--- src/rtl/ctrl_pkg.sv ---
`default_nettype none
// ============================================================================
//  Module   : ctrl_pkg
//  Purpose  : Shared definitions for the multi-cycle control sequencer:
//             state encoding, opcode constants, ALU and SP unit operation
//             codes, opcode class enumeration and the control strobe bundle.
//  Ports    : none (package)
//  Revision : 1.0 - initial release
// ============================================================================
package ctrl_pkg;

    typedef enum logic [2:0] {
        S_FETCH  = 3'd0,
        S_DECODE = 3'd1,
        S_EXEC   = 3'd2,
        S_MEM    = 3'd3,
        S_WB     = 3'd4,
        S_HALT   = 3'd5,
        S_ERR    = 3'd6
    } state_t;

    localparam logic [5:0] OP_R    = 6'h00;
    localparam logic [5:0] OP_ADDI = 6'h01;
    localparam logic [5:0] OP_LW   = 6'h02;
    localparam logic [5:0] OP_SW   = 6'h03;
    localparam logic [5:0] OP_BEQ  = 6'h04;
    localparam logic [5:0] OP_JMP  = 6'h05;
    localparam logic [5:0] OP_PUSH = 6'h06;
    localparam logic [5:0] OP_POP  = 6'h07;
    localparam logic [5:0] OP_CALL = 6'h08;
    localparam logic [5:0] OP_RET  = 6'h09;
    localparam logic [5:0] OP_HALT = 6'h3F;

    localparam logic [3:0] ALU_ADD = 4'd0;
    localparam logic [3:0] ALU_SUB = 4'd1;

    localparam logic [3:0] SP_HOLD = 4'd0;
    localparam logic [3:0] SP_INC  = 4'd1;
    localparam logic [3:0] SP_DEC  = 4'd2;

    // Opcode reduced to its instruction class; every opcode outside the
    // table maps to C_ILL.
    typedef enum logic [3:0] {
        C_R    = 4'd0,
        C_ADDI = 4'd1,
        C_LW   = 4'd2,
        C_SW   = 4'd3,
        C_BEQ  = 4'd4,
        C_JMP  = 4'd5,
        C_PUSH = 4'd6,
        C_POP  = 4'd7,
        C_CALL = 4'd8,
        C_RET  = 4'd9,
        C_HALT = 4'd10,
        C_ILL  = 4'd11
    } op_class_t;

    typedef struct packed {
        logic       mem_req;
        logic       ir_write;
        logic       pc_write;
        logic       pc_op;
        logic       branch;
        logic       reg_dst;
        logic       reg_write;
        logic       mem_read;
        logic       mem_write;
        logic       mem_to_reg;
        logic       alu_src;
        logic       a_op2;
        logic       addr_op;
        logic       write_data_op;
        logic       wd_op2;
        logic       sp_write;
        logic       sp_write2;
        logic [3:0] alu_op;
        logic [3:0] sp_op;
        logic       halted;
        logic       err;
    } ctrl_t;

endpackage
`default_nettype wire

--- src/rtl/ctrl_decode.sv ---
`default_nettype none
// ============================================================================
//  Module   : ctrl_decode
//  Purpose  : Combinational strobe decoder. Maps current state, instruction
//             class, latched funct, ALU zero flag and mem_ready onto the full
//             datapath control bundle.
//  Ports    : reset     in  - forces every strobe low while asserted
//             state     in  - current sequencer state
//             op_class  in  - class of the latched opcode
//             funct     in  - latched R-type ALU function
//             zero      in  - ALU zero flag
//             mem_ready in  - memory access completes this cycle
//             ctl       out - control strobe bundle
//  Revision : 1.0 - initial release
// ============================================================================
module ctrl_decode
    import ctrl_pkg::*;
(
    input  logic      reset,
    input  state_t    state,
    input  op_class_t op_class,
    input  logic [3:0] funct,
    input  logic      zero,
    input  logic      mem_ready,
    output ctrl_t     ctl
);

    logic w_stack_op;

    always_comb begin
        ctl        = '0;
        ctl.alu_op = ALU_ADD;
        ctl.sp_op  = SP_HOLD;
        w_stack_op = (op_class == C_PUSH) || (op_class == C_POP) ||
                     (op_class == C_CALL) || (op_class == C_RET);

        if (!reset) begin
            case (state)
                S_FETCH: begin
                    ctl.mem_req = 1'b1;
                    // IR and PC+1 only commit on the cycle the fetch completes.
                    ctl.ir_write = mem_ready;
                    ctl.pc_write = mem_ready;
                end

                S_EXEC: begin
                    case (op_class)
                        C_R:    ctl.alu_op = funct;
                        C_ADDI: ctl.alu_src = 1'b1;
                        C_LW, C_SW: begin
                            ctl.alu_src = 1'b1;
                            ctl.alu_op  = ALU_ADD;
                        end
                        C_BEQ: begin
                            ctl.branch   = 1'b1;
                            ctl.alu_op   = ALU_SUB;
                            ctl.pc_write = zero;
                        end
                        C_JMP: begin
                            ctl.pc_op    = 1'b1;
                            ctl.pc_write = 1'b1;
                        end
                        C_PUSH, C_CALL: begin
                            ctl.a_op2    = 1'b1;
                            ctl.sp_op    = SP_DEC;
                            ctl.sp_write = 1'b1;
                        end
                        C_POP, C_RET: ctl.a_op2 = 1'b1;
                        default: ;
                    endcase
                end

                S_MEM: begin
                    ctl.mem_req = 1'b1;
                    ctl.addr_op = w_stack_op;
                    case (op_class)
                        C_SW, C_PUSH: ctl.mem_write = 1'b1;
                        C_CALL: begin
                            // Return address goes to the stack; the jump
                            // target is committed only once the write lands.
                            ctl.mem_write     = 1'b1;
                            ctl.write_data_op = 1'b1;
                            ctl.pc_op         = 1'b1;
                            ctl.pc_write      = mem_ready;
                        end
                        C_LW, C_POP, C_RET: ctl.mem_read = 1'b1;
                        default: ;
                    endcase
                end

                S_WB: begin
                    case (op_class)
                        C_R: begin
                            ctl.reg_dst   = 1'b1;
                            ctl.reg_write = 1'b1;
                        end
                        C_ADDI: ctl.reg_write = 1'b1;
                        C_LW: begin
                            ctl.reg_write  = 1'b1;
                            ctl.mem_to_reg = 1'b1;
                        end
                        C_POP: begin
                            ctl.reg_write  = 1'b1;
                            ctl.mem_to_reg = 1'b1;
                            ctl.sp_op      = SP_INC;
                            ctl.sp_write2  = 1'b1;
                        end
                        C_RET: begin
                            ctl.sp_op     = SP_INC;
                            ctl.sp_write2 = 1'b1;
                            ctl.pc_op     = 1'b1;
                            ctl.wd_op2    = 1'b1;
                            ctl.pc_write  = 1'b1;
                        end
                        default: ;
                    endcase
                end

                S_HALT:  ctl.halted = 1'b1;
                S_ERR:   ctl.err    = 1'b1;
                default: ;
            endcase
        end
    end

endmodule
`default_nettype wire

--- src/rtl/multicycle_ctrl_fsm.sv ---
`default_nettype none
// ============================================================================
//  Module   : multicycle_ctrl_fsm
//  Purpose  : Multi-cycle control sequencer. Walks FETCH->DECODE->EXEC->MEM->WB
//             per instruction class, latches opcode/funct when the fetch
//             completes, and guards every memory wait with a watchdog.
//  Ports    : clk, reset (async, active-high)
//             opcode/funct  in  - instruction fields, sampled at end of FETCH
//             zero          in  - ALU zero flag
//             mem_ready     in  - memory access complete
//             mem_req .. spOp   - datapath selects and strobes
//             halted, err   out - sticky terminal status
//             state         out - current state (debug)
//  Revision : 1.0 - initial release
// ============================================================================
module multicycle_ctrl_fsm
    import ctrl_pkg::*;
#(
    parameter int OPW     = 6,
    parameter int TIMEOUT = 16
) (
    input  logic           clk,
    input  logic           reset,
    input  logic [OPW-1:0] opcode,
    input  logic [3:0]     funct,
    input  logic           zero,
    input  logic           mem_ready,
    output logic           mem_req,
    output logic           irWrite,
    output logic           pcWrite,
    output logic           pcOp,
    output logic           branch,
    output logic           regDst,
    output logic           regWrite,
    output logic           memRead,
    output logic           memWrite,
    output logic           memToReg,
    output logic           aluSrc,
    output logic           aOp2,
    output logic           addrOp,
    output logic           writeDataOp,
    output logic           wdOp2,
    output logic           spWrite,
    output logic           spWrite2,
    output logic [3:0]     aluOp,
    output logic [3:0]     spOp,
    output logic           halted,
    output logic           err,
    output logic [2:0]     state
);

    localparam int            CW        = (TIMEOUT < 2) ? 1 : $clog2(TIMEOUT + 1);
    localparam logic [CW-1:0] C_TIMEOUT = CW'(TIMEOUT);

    state_t         state_q, state_d;
    logic [OPW-1:0] op_q, op_d;
    logic [3:0]     funct_q, funct_d;
    logic [CW-1:0]  wait_q, wait_d;

    op_class_t      w_op_class;
    logic           w_wait_cyc;
    logic           w_timeout;
    ctrl_t          w_ctl;

    always_comb begin
        case (op_q)
            OPW'(OP_R):    w_op_class = C_R;
            OPW'(OP_ADDI): w_op_class = C_ADDI;
            OPW'(OP_LW):   w_op_class = C_LW;
            OPW'(OP_SW):   w_op_class = C_SW;
            OPW'(OP_BEQ):  w_op_class = C_BEQ;
            OPW'(OP_JMP):  w_op_class = C_JMP;
            OPW'(OP_PUSH): w_op_class = C_PUSH;
            OPW'(OP_POP):  w_op_class = C_POP;
            OPW'(OP_CALL): w_op_class = C_CALL;
            OPW'(OP_RET):  w_op_class = C_RET;
            OPW'(OP_HALT): w_op_class = C_HALT;
            default:       w_op_class = C_ILL;
        endcase
    end

    // Watchdog: counts consecutive stalled cycles in FETCH/MEM. Any other
    // cycle (ready, or a different state) clears it. It saturates at
    // TIMEOUT so a disabled watchdog (TIMEOUT=0) simply sits at zero.
    always_comb begin
        w_wait_cyc = ((state_q == S_FETCH) || (state_q == S_MEM)) && !mem_ready;
        wait_d     = '0;
        if (w_wait_cyc) begin
            wait_d = (wait_q == C_TIMEOUT) ? wait_q : wait_q + 1'b1;
        end
        w_timeout = (TIMEOUT != 0) && w_wait_cyc && (wait_d == C_TIMEOUT);
    end

    always_comb begin
        state_d = state_q;
        op_d    = op_q;
        funct_d = funct_q;
        case (state_q)
            S_FETCH: begin
                if (mem_ready) begin
                    state_d = S_DECODE;
                    op_d    = opcode;
                    funct_d = funct;
                end else if (w_timeout) begin
                    state_d = S_ERR;
                end
            end
            S_DECODE: begin
                case (w_op_class)
                    C_ILL:   state_d = S_ERR;
                    C_HALT:  state_d = S_HALT;
                    default: state_d = S_EXEC;
                endcase
            end
            S_EXEC: begin
                case (w_op_class)
                    C_R, C_ADDI:   state_d = S_WB;
                    C_BEQ, C_JMP:  state_d = S_FETCH;
                    C_LW, C_SW, C_PUSH, C_POP, C_CALL, C_RET: state_d = S_MEM;
                    default:       state_d = S_ERR;
                endcase
            end
            S_MEM: begin
                if (mem_ready) begin
                    case (w_op_class)
                        C_SW, C_PUSH, C_CALL: state_d = S_FETCH;
                        default:              state_d = S_WB;
                    endcase
                end else if (w_timeout) begin
                    state_d = S_ERR;
                end
            end
            S_WB:    state_d = S_FETCH;
            S_HALT:  state_d = S_HALT;
            S_ERR:   state_d = S_ERR;
            default: state_d = S_ERR;
        endcase
    end

    always_ff @(posedge clk or posedge reset) begin
        if (reset) begin
            state_q <= S_FETCH;
            op_q    <= '0;
            funct_q <= '0;
            wait_q  <= '0;
        end else begin
            state_q <= state_d;
            op_q    <= op_d;
            funct_q <= funct_d;
            wait_q  <= wait_d;
        end
    end

    ctrl_decode u_decode (
        .reset     (reset),
        .state     (state_q),
        .op_class  (w_op_class),
        .funct     (funct_q),
        .zero      (zero),
        .mem_ready (mem_ready),
        .ctl       (w_ctl)
    );

    assign mem_req     = w_ctl.mem_req;
    assign irWrite     = w_ctl.ir_write;
    assign pcWrite     = w_ctl.pc_write;
    assign pcOp        = w_ctl.pc_op;
    assign branch      = w_ctl.branch;
    assign regDst      = w_ctl.reg_dst;
    assign regWrite    = w_ctl.reg_write;
    assign memRead     = w_ctl.mem_read;
    assign memWrite    = w_ctl.mem_write;
    assign memToReg    = w_ctl.mem_to_reg;
    assign aluSrc      = w_ctl.alu_src;
    assign aOp2        = w_ctl.a_op2;
    assign addrOp      = w_ctl.addr_op;
    assign writeDataOp = w_ctl.write_data_op;
    assign wdOp2       = w_ctl.wd_op2;
    assign spWrite     = w_ctl.sp_write;
    assign spWrite2    = w_ctl.sp_write2;
    assign aluOp       = w_ctl.alu_op;
    assign spOp        = w_ctl.sp_op;
    assign halted      = w_ctl.halted;
    assign err         = w_ctl.err;
    assign state       = state_q;

endmodule
`default_nettype wire

--- config.mk ---
export PLATFORM = sky130hd
export DESIGN_NAME = multicycle_ctrl_fsm
export DESIGN_NICKNAME = d
export VERILOG_FILES = /design/src/rtl/ctrl_pkg.sv /design/src/rtl/ctrl_decode.sv /design/src/rtl/multicycle_ctrl_fsm.sv
export SDC_FILE = /design/constraint.sdc
export NUM_CORES = 1
export LEC_CHECK = 0
export ABC_AREA = 1
export CAP_MARGIN = 15
export CELL_PAD_IN_SITES_DETAIL_PLACEMENT = 2
export CELL_PAD_IN_SITES_GLOBAL_PLACEMENT = 2
export CORE_MARGIN = 2
export CORE_UTILIZATION = 25
export CTS_CLUSTER_SIZE = 30
export DETAILED_ROUTE_END_ITERATION = 7
export HOLD_SLACK_MARGIN = 0.15
export PLACE_DENSITY_LB_ADDON = 0.1
export SKIP_CTS_REPAIR_TIMING = 1
export SYNTH_ARGS = -nofsm -noshare
export SYNTH_HDL_FRONTEND = slang
export SYNTH_SLANG_ARGS = --single-unit
--- constraint.sdc ---
create_clock -name clk -period 2.41 [get_ports clk]
set_input_delay 0.723 -clock clk [delete_from_list [all_inputs] [get_ports clk]]
set_output_delay 0.723 -clock clk [all_outputs]
set_load 0.02 [all_outputs]
==> summary.md <==
| Metric | Value |
|---|---|
| Outcome | `finished with violations` |
| Violations in the final reports | `negative setup slack` |
| PwrDens | `approximately 290 mW/mm^2` |
| Longest Clk Path Bufs | `2` |
| Place WS | `-0.9456 ns` |
| Mean Syn Cell Area | `between 6 and 7 um^2` |
| Synth Instances | `220` |
| Clock sinks | `18` |
| Die Wd | `around 82 um` |
| Gpl congestion | `roughly 0.78` |
| Crit path capture type | `primary output` |
| Clk root buf | `clkbuf_8` |
| Starting Density | `25.60%` |
| Peak Freq | `roughly 370 MHz` |
| Clock Latency Late Sink | `0.26 ns` |
| GR Util met2 | `approximately 38%` |
| Wire per inst | `~16 um` |
| Diodes inserted | `0` |
| DR iter-0 viols | `34` |
| Antenna violations before repair | `0` |
| Final Max Tran Viols | `0` |
| Total GRT Usage | `about a fifth` |
| CTS tree | `yes` |
| Filler Cell Count | `approximately 710` |
| Post-synth ARST share | `between 90% and 100%` |
| Max incr delay on CP | `0.41 ns` |
| CP Class | `reg -> out` |
| Vias per inst | `4.678` |
| Worst clock skew | `slightly below 0.004 ns` |
| Dominant synthesized flop cell | `dfrtp_1` |
| Max Cap Viol | `0` |
| Crit share post-route | `112.4%` |
| Boundary Pins | `44` |
| Die area | `about 0.0067 mm^2` |
| Met3 usage in global routing | `1.978%` |
| Worst setup SP type | `register` |
| Peak VDD IR | `about 170 uV` |
| Core area | `slightly below 0.006 mm^2` |
| Leakage power | `1.316 nW` |
| CTS H-tree depth | `1` |
| Reg clk slew, reported paths | `0.07 ns` |
| Critical Path Slowest Stage Cell | `dfrtp_1` |
| Setup ws final | `-0.2986 ns` |
| Die Y | `a little over 80 um` |
| Final #Nets | `approximately 340` |
| Area grow syn2layout | `69.44%` |
| Crit path cell chain | `nor2_4, buf_4, nand4_1, nand2_2, nor2_1, nand3b_2, nand2_2, nor2_2, buf_4` |
| Post-Synthesis Cell Area | `0.001506 mm^2` |
| Post-DRT Antenna Nets | `0` |
| Layout cells sized above 1 | `a little under half` |
| #FFs+latches synth | `18` |
| Worst EP required | `between 1.5 and 2 ns` |
| Remaining DRCs | `0` |
| Global-route wire length before repair | `between 9000 and 10000 um` |
| # port buffers | `between 40 and 50` |
| Sequential area share after synthesis | `29.90%` |
| CTS Buf Count | `3` |
| Vias in the first global route | `2029` |
| DRT Wirelength | `between 6000 and 7000 um` |
| Met1 Track Usage GR | `a little under a quarter` |
| Via count | `1857` |
| Pre-Repair DR Iteration Count | `4` |
| Setup TNS | `-3.399 ns` |
| CP Max Fanout | `5` |
| Arr. time, crit path | `1.99 ns` |
| Pin count of the biggest net entering global routing | `19` |
| Minimum clock period | `2.709 ns` |
| DP Wirelength | `slightly below 5000 um` |
| Final hold violation count | `0` |
| Total grt overflow | `0` |
| Post-synth EDFFs | `0` |
| Ys Warns | `0` |
| GRT Max-Usage Layer | `met2` |
| Final setup fails | `20` |
| Hold/Removal Path Class | `reg -> reg` |
| Total chip power | `745.3 uW` |
| RSZ-0062 raised after global routing | `true` |
| Row count | `28` |
| Library cells used by synthesis | `33` |
-- area by class of cell --
class,count,area (um^2),share of cell area [%]
Sequential cell,18,456.7,17.89
Tap cell,75,93.84,3.676
Clock buffer,4,55.05,2.157
Inverter,33,130.1,5.098
Multi-Input combinational cell,164,997.2,39.07
Timing Repair Buffer,103,819.5,32.11
-- synth_stat cells, types with 2 or more instances --
cell type  instances  area share (%)
nor3b_2            3             2.5
o21ai_0            7             2.3
nand3_2            3             2.0
nand4_1            9             3.7
nand2_2            5             2.1
buf_4              2             1.0
nor3_4             2             2.2
o21ai_2            2             1.2
nand3_4            2             2.3
inv_1             25             6.2
ha_1               2             1.7
inv_2              8             2.0
nor3_1             8             2.7
nor2_2             6             2.5
nand2_1           62              15
dfrtp_1           18              30
nor2_1            20             5.0
nand3_1           12             4.0
a31oi_1            2            0.83
a21oi_1            7             2.3
nor4_1             2            0.83
buf_6              2             1.5
-- metrics by stage --
step | utilization (%) | area [um^2] | instances | hold slack, ns
3_3_place_gp | 40.88 | 2406 | 388 | 0.4592
2_1_floorplan | - | 1520 | 221 | 0.4322
6_report | 43.37 | 2552 | 397 | 0.4762
5_1_grt | 43.37 | 2552 | 397 | 0.5096
3_5_place_dp | 40.88 | 2406 | 388 | 0.4664
4_1_cts | 41.82 | 2461 | 392 | 0.4830
-- metal layers --
metal	vias up	part of all wire, %
met5	-	0
met4	0	1.2
met3	8	2.5
met2	29	56
met1	913	41
li1	907	-
-- cell families after synthesis --
family                   synth area share [%]
buffers and inverters                   11.29
AO/OA/AOI/OAI                           7.724
other                                  0.2489
adder cells (fa/ha/maj)                 1.661
flip-flops                              29.90
AND/OR/NAND/NOR                         48.59
XOR/XNOR                               0.5815
-- power by group --
part | switching, mW | leakage, nW | internal [mW] | total (mW)
logic | 0.0811 | 1.07 | 0.0790 | 0.160
registers | 0.0126 | 0.216 | 0.312 | 0.325
clock network | 0.115 | 0.0288 | 0.145 | 0.260
-- worst max-delay path: cells and delay by family, from the launching register on --
| family | cells | cell delay (ns) |
|---|---|---|
| buffers and inverters | 2 | 0.32 |
| and+or+nand+nor | 7 | 1.00 |
| DFF | 1 | 0.41 |
-- registers in the layout, summed over array words and instances, names as in the netlist --
name,count
state,3
funct_q,4
wait_q,5
op_q,6
-- worst paths after layout --
check	start	end	slack, ns	depth (start not counted)
max in group asynchronous	reset	op_q[3]	1.54	3
min in group asynchronous	reset	op_q[0]	0.63	3
min	funct_q[0]	funct_q[0]	0.48	2
max	op_q[5]	aOp2	-0.30	9
min reg2reg	funct_q[0]	funct_q[0]	0.48	2
max reg2reg	state[1]	state[2]	0.64	12
-- cell usage in the layout (no fill, tap or decap), drive strengths merged --
cell / n
o21ai: 9
clkinvlp: 1
xnor2: 1
conb: 2
o211ai: 1
nand3b: 2
nand3: 17
nand4: 9
dfrtp: 18
nand2: 68
nor3: 11
clkbuf: 5
a21oi: 7
nor4: 2
nor3b: 3
dlymetal6s2s: 5
nor2: 27
buf: 83
ha: 2
inv: 32
a31oi: 2
clkdlybuf4s50: 14
o221ai: 1
Note: power is estimated with default switching activity, not from simulation.
